## config.mk

```make
export PLATFORM = sky130hd
export DESIGN_NAME = readcode_burst
export DESIGN_NICKNAME = d
export VERILOG_FILES = /design/src/rtl/readcode_burst.sv
export SDC_FILE = /design/constraint.sdc
export NUM_CORES = 1
export LEC_CHECK = 0
export CELL_PAD_IN_SITES_DETAIL_PLACEMENT = 0
export CELL_PAD_IN_SITES_GLOBAL_PLACEMENT = 1
export CORE_MARGIN = 5
export CORE_UTILIZATION = 32
export DETAILED_ROUTE_END_ITERATION = 6
export PLACE_DENSITY = 0.88
export SETUP_SLACK_MARGIN = 0.1
export SLEW_MARGIN = 20
export SYNTH_ARGS = -nofsm -noshare
export SYNTH_HDL_FRONTEND = slang
export SYNTH_SLANG_ARGS = --single-unit
```

## constraint.sdc

```tcl
create_clock -name i_clk -period 3.3 [get_ports i_clk]
set_clock_uncertainty 0.2 [all_clocks]
set_input_delay 0.66 -clock i_clk [delete_from_list [all_inputs] [get_ports i_clk]]
set_output_delay 0.66 -clock i_clk [all_outputs]
set_load 0.03 [all_outputs]
```

## src/rtl/readcode_burst.sv

```systemverilog
// rtl/readcode_burst.sv - icache readcode responder: one 16-byte line per request, critical word first,
// split into a wrapping burst A (start..3) and burst B (0..start-1) on the Avalon-style memory port.
module readcode_burst (
  input  logic         i_clk,
  input  logic         i_rst,
  input  logic         i_readcode_do,
  input  logic [31:0]  i_readcode_address,
  output logic         o_readcode_done,
  output logic [127:0] o_readcode_line,
  output logic [31:0]  o_readcode_partial,
  output logic         o_readcode_partial_done,
  output logic [31:0]  o_mem_address,
  output logic         o_mem_read,
  output logic [2:0]   o_mem_burstcount,
  input  logic         i_mem_waitrequest,
  input  logic [31:0]  i_mem_readdata,
  input  logic         i_mem_readdatavalid
);

  typedef enum logic [1:0] {S_IDLE, S_CMD_A, S_CMD_B, S_DATA} state_t;

  state_t       r_state;
  state_t       w_next;
  logic [27:0]  r_base;
  logic [1:0]   r_start;
  logic [2:0]   r_beat;
  logic [27:0]  w_base_nxt;
  logic [1:0]   w_start_nxt;
  logic         w_accept;
  logic         w_capture;
  logic         w_last;
  logic [1:0]   w_word;

  logic         r_done;
  logic [127:0] r_line;
  logic [31:0]  r_partial;
  logic         r_partial_done;
  logic [31:0]  r_mem_address;
  logic         r_mem_read;
  logic [2:0]   r_mem_burstcount;

  assign w_accept    = (r_state == S_IDLE) && i_readcode_do;
  assign w_capture   = (r_state != S_IDLE) && i_mem_readdatavalid;
  assign w_last      = w_capture && (r_beat == 3'd3);
  assign w_word      = r_start + r_beat[1:0];
  assign w_base_nxt  = w_accept ? i_readcode_address[31:4] : r_base;
  assign w_start_nxt = w_accept ? i_readcode_address[3:2] : r_start;

  always_comb begin
    w_next = r_state;
    case (r_state)
      S_IDLE:  if (i_readcode_do) w_next = S_CMD_A;
      S_CMD_A: if (!i_mem_waitrequest) w_next = (r_start != 2'd0) ? S_CMD_B : S_DATA;
      S_CMD_B: if (!i_mem_waitrequest) w_next = S_DATA;
      default: w_next = r_state;
    endcase
    // The fourth beat ends the line even if the FSM is still nominally issuing.
    if (w_last) w_next = S_IDLE;
  end

  always_ff @(posedge i_clk) begin
    if (i_rst) r_state <= S_IDLE;
    else       r_state <= w_next;
  end

  always_ff @(posedge i_clk) begin
    if (i_rst) begin
      r_base           <= '0;
      r_start          <= '0;
      r_beat           <= '0;
      r_done           <= 1'b0;
      r_line           <= '0;
      r_partial        <= '0;
      r_partial_done   <= 1'b0;
      r_mem_address    <= '0;
      r_mem_read       <= 1'b0;
      r_mem_burstcount <= '0;
    end else begin
      r_done         <= 1'b0;
      r_partial_done <= 1'b0;
      if (w_accept) begin
        r_base  <= w_base_nxt;
        r_start <= w_start_nxt;
        r_beat  <= 3'd0;
      end
      // Command outputs are a registered decode of the next state, so they hold through stalls.
      case (w_next)
        S_CMD_A: begin
          r_mem_read       <= 1'b1;
          r_mem_address    <= {w_base_nxt, w_start_nxt, 2'b00};
          r_mem_burstcount <= 3'd4 - {1'b0, w_start_nxt};
        end
        S_CMD_B: begin
          r_mem_read       <= 1'b1;
          r_mem_address    <= {w_base_nxt, 4'h0};
          r_mem_burstcount <= {1'b0, w_start_nxt};
        end
        default: begin
          r_mem_read       <= 1'b0;
          r_mem_address    <= '0;
          r_mem_burstcount <= '0;
        end
      endcase
      if (w_capture) begin
        r_line[{w_word, 5'd0} +: 32] <= i_mem_readdata;
        r_partial                    <= i_mem_readdata;
        r_partial_done               <= 1'b1;
        r_beat                       <= r_beat + 3'd1;
        r_done                       <= w_last;
      end
    end
  end

  assign o_readcode_done         = r_done;
  assign o_readcode_line         = r_line;
  assign o_readcode_partial      = r_partial;
  assign o_readcode_partial_done = r_partial_done;
  assign o_mem_address           = r_mem_address;
  assign o_mem_read              = r_mem_read;
  assign o_mem_burstcount        = r_mem_burstcount;

endmodule

```

==> results of run 1 <==
## worst max-delay path, delay by kind of cell (launching register included)
| kind | cells | cell delay (ps) |
|---|---|---|
| compound gates | 1 | 170 |
| fa+ha+maj | 2 | 880 |
| buf+inv | 1 | 130 |
| flops | 1 | 340 |
| simple gates | 2 | 970 |
## logic make-up after synthesis
family | Yosys count | synth area share (%)
fa+ha+maj | 11 | 1.67
mux | 30 | 3.65
simple gates | 404 | 21.2
other cells | 1 | 0.0455
flops | 231 | 56.1
xor+xnor | 2 | 0.213
compound gates | 182 | 12.0
buf+inv | 85 | 5.09
## metal layers
layer,track usage [%],routed length (um)
met1,22.8,11700
met2,29.6,12700
met3,5.48,2330
met4,6.32,952
met5,0,0
## layout by cell type (no fill, tap or decap), types with 3 or more instances in the layout
cell type and instances:
a21oi_1 163, o211ai_4 4, clkbuf_16 27, buf_4 17
clkinv_2 4, clkdlybuf4s50_1 261, nor2_1 64, ha_1 11
clkbuf_1 4, mux2i_1 30, nand3_1 131, inv_1 5
o211a_1 4, bufinv_16 3, o21ai_0 3, clkbuf_8 6
nand2_1 196, dfxtp_1 231
## flip-flops by register name (all words and copies together), names as in the netlist
| register | cells |
|---|---|
| r_start | 2 |
| o_mem_burstcount | 3 |
| r_state | 2 |
| r_base | 28 |
| o_readcode_partial | 32 |
| o_readcode_partial_done | 1 |
| o_mem_address | 30 |
| o_readcode_line | 128 |
| o_mem_read | 1 |
| r_beat | 3 |
| o_readcode_done | 1 |
## cell usage after synthesis, drive strengths merged (2+ instances only)
| master | instances | area [sq um] |
|---|---|---|
| dfxtp | 231 | 4620 |
| nor3b | 2 | 31.3 |
| inv | 5 | 18.8 |
| ha | 11 | 138 |
| buf | 52 | 295 |
| o211ai | 4 | 50.1 |
| and3b | 2 | 17.5 |
| o211a | 4 | 40.0 |
| clkbuf | 28 | 105 |
| o21ai | 5 | 36.3 |
| mux2i | 30 | 300 |
| nand3 | 131 | 656 |
| nor2 | 65 | 246 |
| a21oi | 163 | 816 |
| nand2 | 196 | 736 |
| xnor2 | 2 | 17.5 |
## power breakdown
group          total, uW  internal, uW  switching, uW
Combinational        933           326            608
Sequential          2930          2890           39.2
Clock               2970          1850           1120
Total               6830          5060           1770
## stage by stage
| step | area (sq um) | worst slack [ps] | util [%] |
|---|---|---|---|
| after floorplan | 8240 | 846 | - |
| after global placement | 11100 | -72.6 | 43.9 |
| after detailed placement | 11100 | 215 | 44.0 |
| after CTS | 12000 | 515 | 47.5 |
| after global routing | 12000 | 329 | 47.6 |
| final | 12000 | 529 | 47.6 |
## worst max-delay path by stage
| stage | start | to | slack, ps | cells past startpoint |
|---|---|---|---|---|
| 2_1_floorplan | r_state[0]$_SDFF_PP0_ | o_mem_address[22]$_SDFF_PP0_ | 850 | 11 |
| 3_5_place_dp | i_readcode_do | o_mem_address[7]$_SDFF_PP0_ | 210 | 7 |
| 6_report | r_beat[0]$_SDFFE_PP0P_ | o_readcode_line[8]$_SDFFE_PP0P_ | 530 | 6 |
| 3_3_place_gp | i_mem_waitrequest | o_mem_address[31]$_SDFF_PP0_ | -70 | 7 |
| 4_1_cts | r_beat[0]$_SDFFE_PP0P_ | o_readcode_line[8]$_SDFFE_PP0P_ | 510 | 6 |
| 5_1_grt | r_start[0]$_SDFFE_PP0N_ | o_readcode_line[8]$_SDFFE_PP0P_ | 330 | 8 |
## final cells by class
type	instances	share of cell area (%)
clock buffer	37	6.43
clock inverter	8	0.978
inverter	5	0.156
multi-input combinational	631	27.1
sequential	231	38.5
tap	330	3.43
timing repair buffer	282	23.4
==> tab_implementation.tex, run 1 <==
\begin{tabular}{lr}
\hline
Metric & Value \\
\hline
\multicolumn{2}{l}{\textbf{Global routing}} \\
Maximum number of pins on one net before global-route repair & 107 \\
Total global routing overflow & 0 \\
Overall track demand over capacity in global routing & 18.1\% \\
Vias in the first global route & 7,269 \\
Antenna violations before repair & 0 \\
First-pass GRT wire length & 42,100 um \\
\multicolumn{2}{l}{\textbf{Final layout}} \\
Share of cells above drive strength 1 & 6.37\% \\
Area occupied by registers & 4620 sq um \\
Fillcell total & 2,409 \\
Synthesis-to-finish area growth & 46.0\% \\
Count of non-filler cells in the finished layout & 1,524 \\
NumNets Final & 1,257 \\
Multi-input gate area & 3260 sq um \\
Number of antenna diodes & 0 \\
\multicolumn{2}{l}{\textbf{Critical path}} \\
Register-to-register setup slack & 530 ps \\
Worst reg2reg path endpoint & o\_readcode\_line[8]\$\_SDFFE\_PP0P\_ \\
Worst EP arrival & 3010 ps \\
Critical Path Most Common Cell & ha\_1 \\
Data required time of the critical path & 3540 ps \\
Stage delay of the slowest cell on the critical path & 780 ps \\
Top fanout value on the critical path & 32 \\
Critical path class & reg -> reg \\
Setup crit start kind & flop \\
Startpoint of the worst register-to-register path & r\_beat[0]\$\_SDFFE\_PP0P\_ \\
Master of the slowest instance on the critical path & and3b\_2 \\
Logic depth of the worst register-to-register path & 6 \\
Cells along the critical path & ha\_1 > inv\_1 > ha\_1 > and3b\_2 > nand3\_1 > a21oi\_1 \\
Nature of the critical path endpoint & flop \\
\multicolumn{2}{l}{\textbf{Synth}} \\
Async S/R FF share, synth & 0\% \\
Number of enable-type register cells in the synthesized netlist & 0 \\
Sequential area share after synthesis & 56.1\% \\
Most used flip-flop cell after synthesis & dfxtp\_1 \\
YS warnings & 0 \\
Count of unique library cells instantiated by Yosys & 37 \\
Netlist Area Pre-Place & 8240 sq um \\
Number of synthesized register bits & 231 \\
Syn avg cell area & 8.71 sq um \\
Number of standard cells after synthesis & 946 \\
\multicolumn{2}{l}{\textbf{Detailed routing}} \\
Via density per instance & 4.90 \\
Iteration count of the initial detailed-routing pass & 5 \\
Via count & 7,463 \\
Average wire per cell in the routed design & 18.2 um \\
DRC violations left & 0 \\
Antenna-violating nets left & 0 \\
Final routed wirelength across all metal layers & 27,700 um \\
Drt initial violations & 316 \\
\multicolumn{2}{l}{\textbf{Power}} \\
Cell Pwr Density & 568 nW/um\^{}2 \\
Worst vdd ir & 417 uV \\
Static leakage & 0.00420 uW \\
Total chip power & 6830 uW \\
\multicolumn{2}{l}{\textbf{Timing}} \\
RSZ-0062 raised after global routing & no \\
Count of final max-slew check failures & 0 \\
Count of endpoints failing hold in the final timing report & 0 \\
Worst hold slack & 249 ps \\
Achievable clock frequency & 0.361 GHz \\
Fraction of the cycle the final worst path needs & 84.0\% \\
Measured slew at the worst slew-check pin & 1060 ps \\
Count of final setup violators & 0 \\
Accumulated negative setup slack & 0 ps \\
Minimum clock period after layout & 2770 ps \\
Slew Limit Headroom & 29.2\% \\
\multicolumn{2}{l}{\textbf{Floorplan}} \\
Standard cell core area & 25,300 sq um \\
Num rows & 58 \\
Count of pins on the block boundary & 267 \\
Width of the chip & 170 um \\
Height of the chip & 170 um \\
Overall die area & 29,000 sq um \\
Initial standard-cell utilization of the core & 32.6\% \\
\multicolumn{2}{l}{\textbf{Place}} \\
Input/output buffers & 262 \\
Number of placed instances, taps included & 1,478 \\
Detailed placer's ending HPWL & 18,200 um \\
Placer congestion estimate & 0.785 \\
\multicolumn{2}{l}{\textbf{Clock tree}} \\
Number of levels the H-tree was split into & 1 \\
Hold-fix buffers, CTS & 0 \\
Clk Latency, worst-skew pair & 520 ps \\
Clk buf depth & 3 \\
\# resized after CTS & 0 \\
Clock transition at the register clock pins on the worst setup and hold paths after CTS & 60 ps \\
TritonCTS clock tree & done \\
Root Driver & clkbuf\_16 \\
Num CTS Buffers & 26 \\
Number of buffers added for setup after CTS & 0 \\
Number of sinks driven by the clock tree & 231 \\
\multicolumn{2}{l}{\textbf{Worst hold path}} \\
Number of instances on the worst hold path & 2 \\
Hold-critical path endpoint & o\_readcode\_line[84]\$\_SDFFE\_PP0P\_ \\
Path category of the worst min-delay check & reg -> reg \\
Hold wc startpoint & o\_readcode\_line[84]\$\_SDFFE\_PP0P\_ \\
\multicolumn{2}{l}{\textbf{Run}} \\
Max\_cap viols & 0 \\
\multicolumn{2}{l}{\textbf{Status}} \\
Run status & complete, no violations \\
\hline
\end{tabular}
(Power assumes the default switching activity.)
==> run 2: changes to the inputs <==
==> constraint.sdc (replaced) <==
create_clock -name i_clk -period 2.85 [get_ports i_clk]
set_clock_uncertainty 0.2 [all_clocks]
set_input_delay 0.57 -clock i_clk [delete_from_list [all_inputs] [get_ports i_clk]]
set_output_delay 0.57 -clock i_clk [all_outputs]
set_load 0.03 [all_outputs]
==> tab_implementation.tex, run 2 (same netlist as run 1, synthesis figures left out) <==
\begin{tabular}{lr}
\hline
Metric & Value \\
\hline
\multicolumn{2}{l}{\textbf{Detailed routing}} \\
Via count & 7,424 (was 7,463) \\
Via density per instance & 4.84 (was 4.90) \\
Iteration count of the initial detailed-routing pass & 5 (unchanged) \\
DRC violations left & 0 (unchanged) \\
Drt initial violations & 313 (was 316) \\
Average wire per cell in the routed design & 18.0 um (was 18.2 um) \\
Final routed wirelength across all metal layers & 27,600 um (was 27,700 um) \\
Antenna-violating nets left & 0 (unchanged) \\
\multicolumn{2}{l}{\textbf{Critical path}} \\
Critical Path Most Common Cell & ha\_1 (unchanged) \\
Cells along the critical path & ha\_1 > xnor2\_1 > xnor2\_2 > inv\_1 > ha\_1 > and3b\_4 > nand3\_1 > a21oi\_1 (was ha\_1 > inv\_1 > ha\_1 > and3b\_2 > nand3\_1 > a21oi\_1) \\
Timing endpoint of the critical path & o\_readcode\_line[2]\$\_SDFFE\_PP0P\_ (was o\_readcode\_line[8]\$\_SDFFE\_PP0P\_) \\
Logic depth of the worst register-to-register path & 8 (was 6) \\
Stage delay of the slowest cell on the critical path & 600 ps (was 780 ps) \\
Critical Path Source & r\_start[0]\$\_SDFFE\_PP0N\_ (was r\_beat[0]\$\_SDFFE\_PP0P\_) \\
Nature of the critical path endpoint & flop (unchanged) \\
Register-to-register setup slack & 300 ps (was 530 ps) \\
Master of the slowest instance on the critical path & and3b\_4 (was and3b\_2) \\
Worst EP arrival & 2790 ps (was 3010 ps) \\
Worst reg2reg path endpoint & o\_readcode\_line[2]\$\_SDFFE\_PP0P\_ (was o\_readcode\_line[8]\$\_SDFFE\_PP0P\_) \\
Setup crit start kind & flop (unchanged) \\
Top fanout value on the critical path & 32 (unchanged) \\
Data required time of the critical path & 3090 ps (was 3540 ps) \\
Critical path class & reg -> reg (unchanged) \\
Startpoint of the worst register-to-register path & r\_start[0]\$\_SDFFE\_PP0N\_ (was r\_beat[0]\$\_SDFFE\_PP0P\_) \\
\multicolumn{2}{l}{\textbf{Clock tree}} \\
Root Driver & clkbuf\_16 (unchanged) \\
Clk buf depth & 3 (unchanged) \\
Num CTS Buffers & 25 (was 26) \\
\# resized after CTS & 0 (unchanged) \\
Clk Latency, worst-skew pair & 510 ps (was 520 ps) \\
Number of levels the H-tree was split into & 1 (unchanged) \\
Number of buffers added for setup after CTS & 0 (unchanged) \\
TritonCTS clock tree & done (unchanged) \\
Clock transition at the register clock pins on the worst setup and hold paths after CTS & 60 ps (about the same) \\
Hold-fix buffers, CTS & 0 (unchanged) \\
Number of sinks driven by the clock tree & 231 (unchanged) \\
\multicolumn{2}{l}{\textbf{Timing}} \\
Slew Limit Headroom & 30.7\% (was 29.2\%) \\
RSZ-0062 raised after global routing & no (unchanged) \\
Measured slew at the worst slew-check pin & 1030 ps (was 1060 ps) \\
Count of final max-slew check failures & 0 (unchanged) \\
Worst hold slack & 230 ps (was 249 ps) \\
Count of endpoints failing hold in the final timing report & 0 (unchanged) \\
Accumulated negative setup slack & 0 ps (unchanged) \\
Count of final setup violators & 0 (unchanged) \\
Minimum clock period after layout & 2550 ps (was 2770 ps) \\
Achievable clock frequency & 0.392 GHz (was 0.361 GHz) \\
Fraction of the cycle the final worst path needs & 89.6\% (was 84.0\%) \\
\multicolumn{2}{l}{\textbf{Final layout}} \\
Leading cell type in the layout, fill and taps excluded & clkdlybuf4s50\_1 (unchanged) \\
Synthesis-to-finish area growth & 46.6\% (was 46.0\%) \\
NumNets Final & 1,267 (was 1,257) \\
Number of antenna diodes & 0 (unchanged) \\
Fillcell total & 2,381 (was 2,409) \\
Top library cells by usage in the layout, fill and taps aside & clkdlybuf4s50\_1, dfxtp\_1, nand2\_1, a21oi\_1, nand3\_1 (unchanged) \\
Multi-input gate area & 3260 sq um (about the same) \\
Flip-flop count of the largest register, all copies and words added & 128 (unchanged) \\
Area occupied by registers & 4620 sq um (unchanged) \\
Share of cells above drive strength 1 & 7.07\% (was 6.37\%) \\
\multicolumn{2}{l}{\textbf{Power}} \\
Cell Pwr Density & 639 nW/um\^{}2 (was 568 nW/um\^{}2) \\
Worst vdd ir & 410 uV (was 417 uV) \\
Static leakage & 0.00424 uW (was 0.00420 uW) \\
\multicolumn{2}{l}{\textbf{Global routing}} \\
Antenna violations before repair & 0 (unchanged) \\
Total global routing overflow & 0 (unchanged) \\
Overall track demand over capacity in global routing & 18.2\% (was 18.1\%) \\
First-pass GRT wire length & 42,200 um (was 42,100 um) \\
Vias in the first global route & 7,382 (was 7,269) \\
Maximum number of pins on one net before global-route repair & 89 (was 107) \\
\multicolumn{2}{l}{\textbf{Worst hold path}} \\
Path category of the worst min-delay check & in -> reg (was reg -> reg) \\
\multicolumn{2}{l}{\textbf{Floorplan}} \\
Overall die area & 29,000 sq um (unchanged) \\
Count of pins on the block boundary & 267 (unchanged) \\
Width of the chip & 170 um (unchanged) \\
Num rows & 58 (unchanged) \\
Standard cell core area & 25,300 sq um (unchanged) \\
Initial standard-cell utilization of the core & 32.6\% (unchanged) \\
Height of the chip & 170 um (unchanged) \\
\multicolumn{2}{l}{\textbf{Place}} \\
Input/output buffers & 262 (unchanged) \\
Placer congestion estimate & 0.803 (was 0.785) \\
Detailed placer's ending HPWL & 18,500 um (was 18,200 um) \\
\multicolumn{2}{l}{\textbf{Run}} \\
Max\_cap viols & 0 (unchanged) \\
\multicolumn{2}{l}{\textbf{Status}} \\
Run status & complete, no violations (unchanged) \\
\hline
\end{tabular}
-- run 2: worst min-delay path by stage --
stage / slack (ps) / to / depth (start not counted) / start
floorplan: 250 / r_beat[2]$_SDFFE_PP0P_ / 2 / r_beat[2]$_SDFFE_PP0P_
global placement: 240 / o_readcode_line[86]$_SDFFE_PP0P_ / 2 / o_readcode_line[86]$_SDFFE_PP0P_
detailed placement: 240 / o_readcode_line[121]$_SDFFE_PP0P_ / 2 / o_readcode_line[121]$_SDFFE_PP0P_
CTS: 210 / r_base[3]$_SDFFE_PP0N_ / 2 / i_rst
global route: 230 / r_base[6]$_SDFFE_PP0N_ / 2 / i_rst
finish: 230 / r_base[2]$_SDFFE_PP0N_ / 2 / i_rst
-- run 2: critical path, delay by kind of cell (launching register included) --
kind                       cells  cell delay [ps]
xor gates and xnor gates       2              350
DFF                            1              330
buffers and inverters          1              130
AOI/OAI and AO/OA              1              180
and+or+nand+nor                2              750
adders and majority gates      2              530
-- run 2: metal layers --
| metal | global-route usage [%] | wire [um] |
|---|---|---|
| met5 | 0 | 0 |
| met3 | 5.32 | 2160 |
| met4 | 5.24 | 819 |
| met2 | 29.8 | 12900 |
| met1 | 23.4 | 11700 |
-- run 2: cell type report --
cell class,instances,share of cell area [%]
Clock inverter,7,0.746
Tap cell,330,3.42
Sequential cell,231,38.3
Timing Repair Buffer,293,24.4
Inverter,5,0.155
Clock buffer,36,6.02
Multi-Input combinational cell,631,27.0
-- run 2: report_power, final --
part / switching, uW / internal [uW]
clock: 1270 / 1940
combinational: 707 / 415
sequential: 45.7 / 3340
total: 2020 / 5700
-- run 2: through the flow --
stage	setup slack (ps)	std cells	utilization (%)	cell area [sq um]	total power [uW]
after CTS	149	1533	47.8	12100	7830
after global placement	162	1490	44.6	11300	4570
after global routing	113	1533	47.8	12100	8060
after floorplan	396	947	-	8240	4070
after detailed placement	95.1	1490	44.6	11300	4580
final	297	1533	47.8	12100	7720
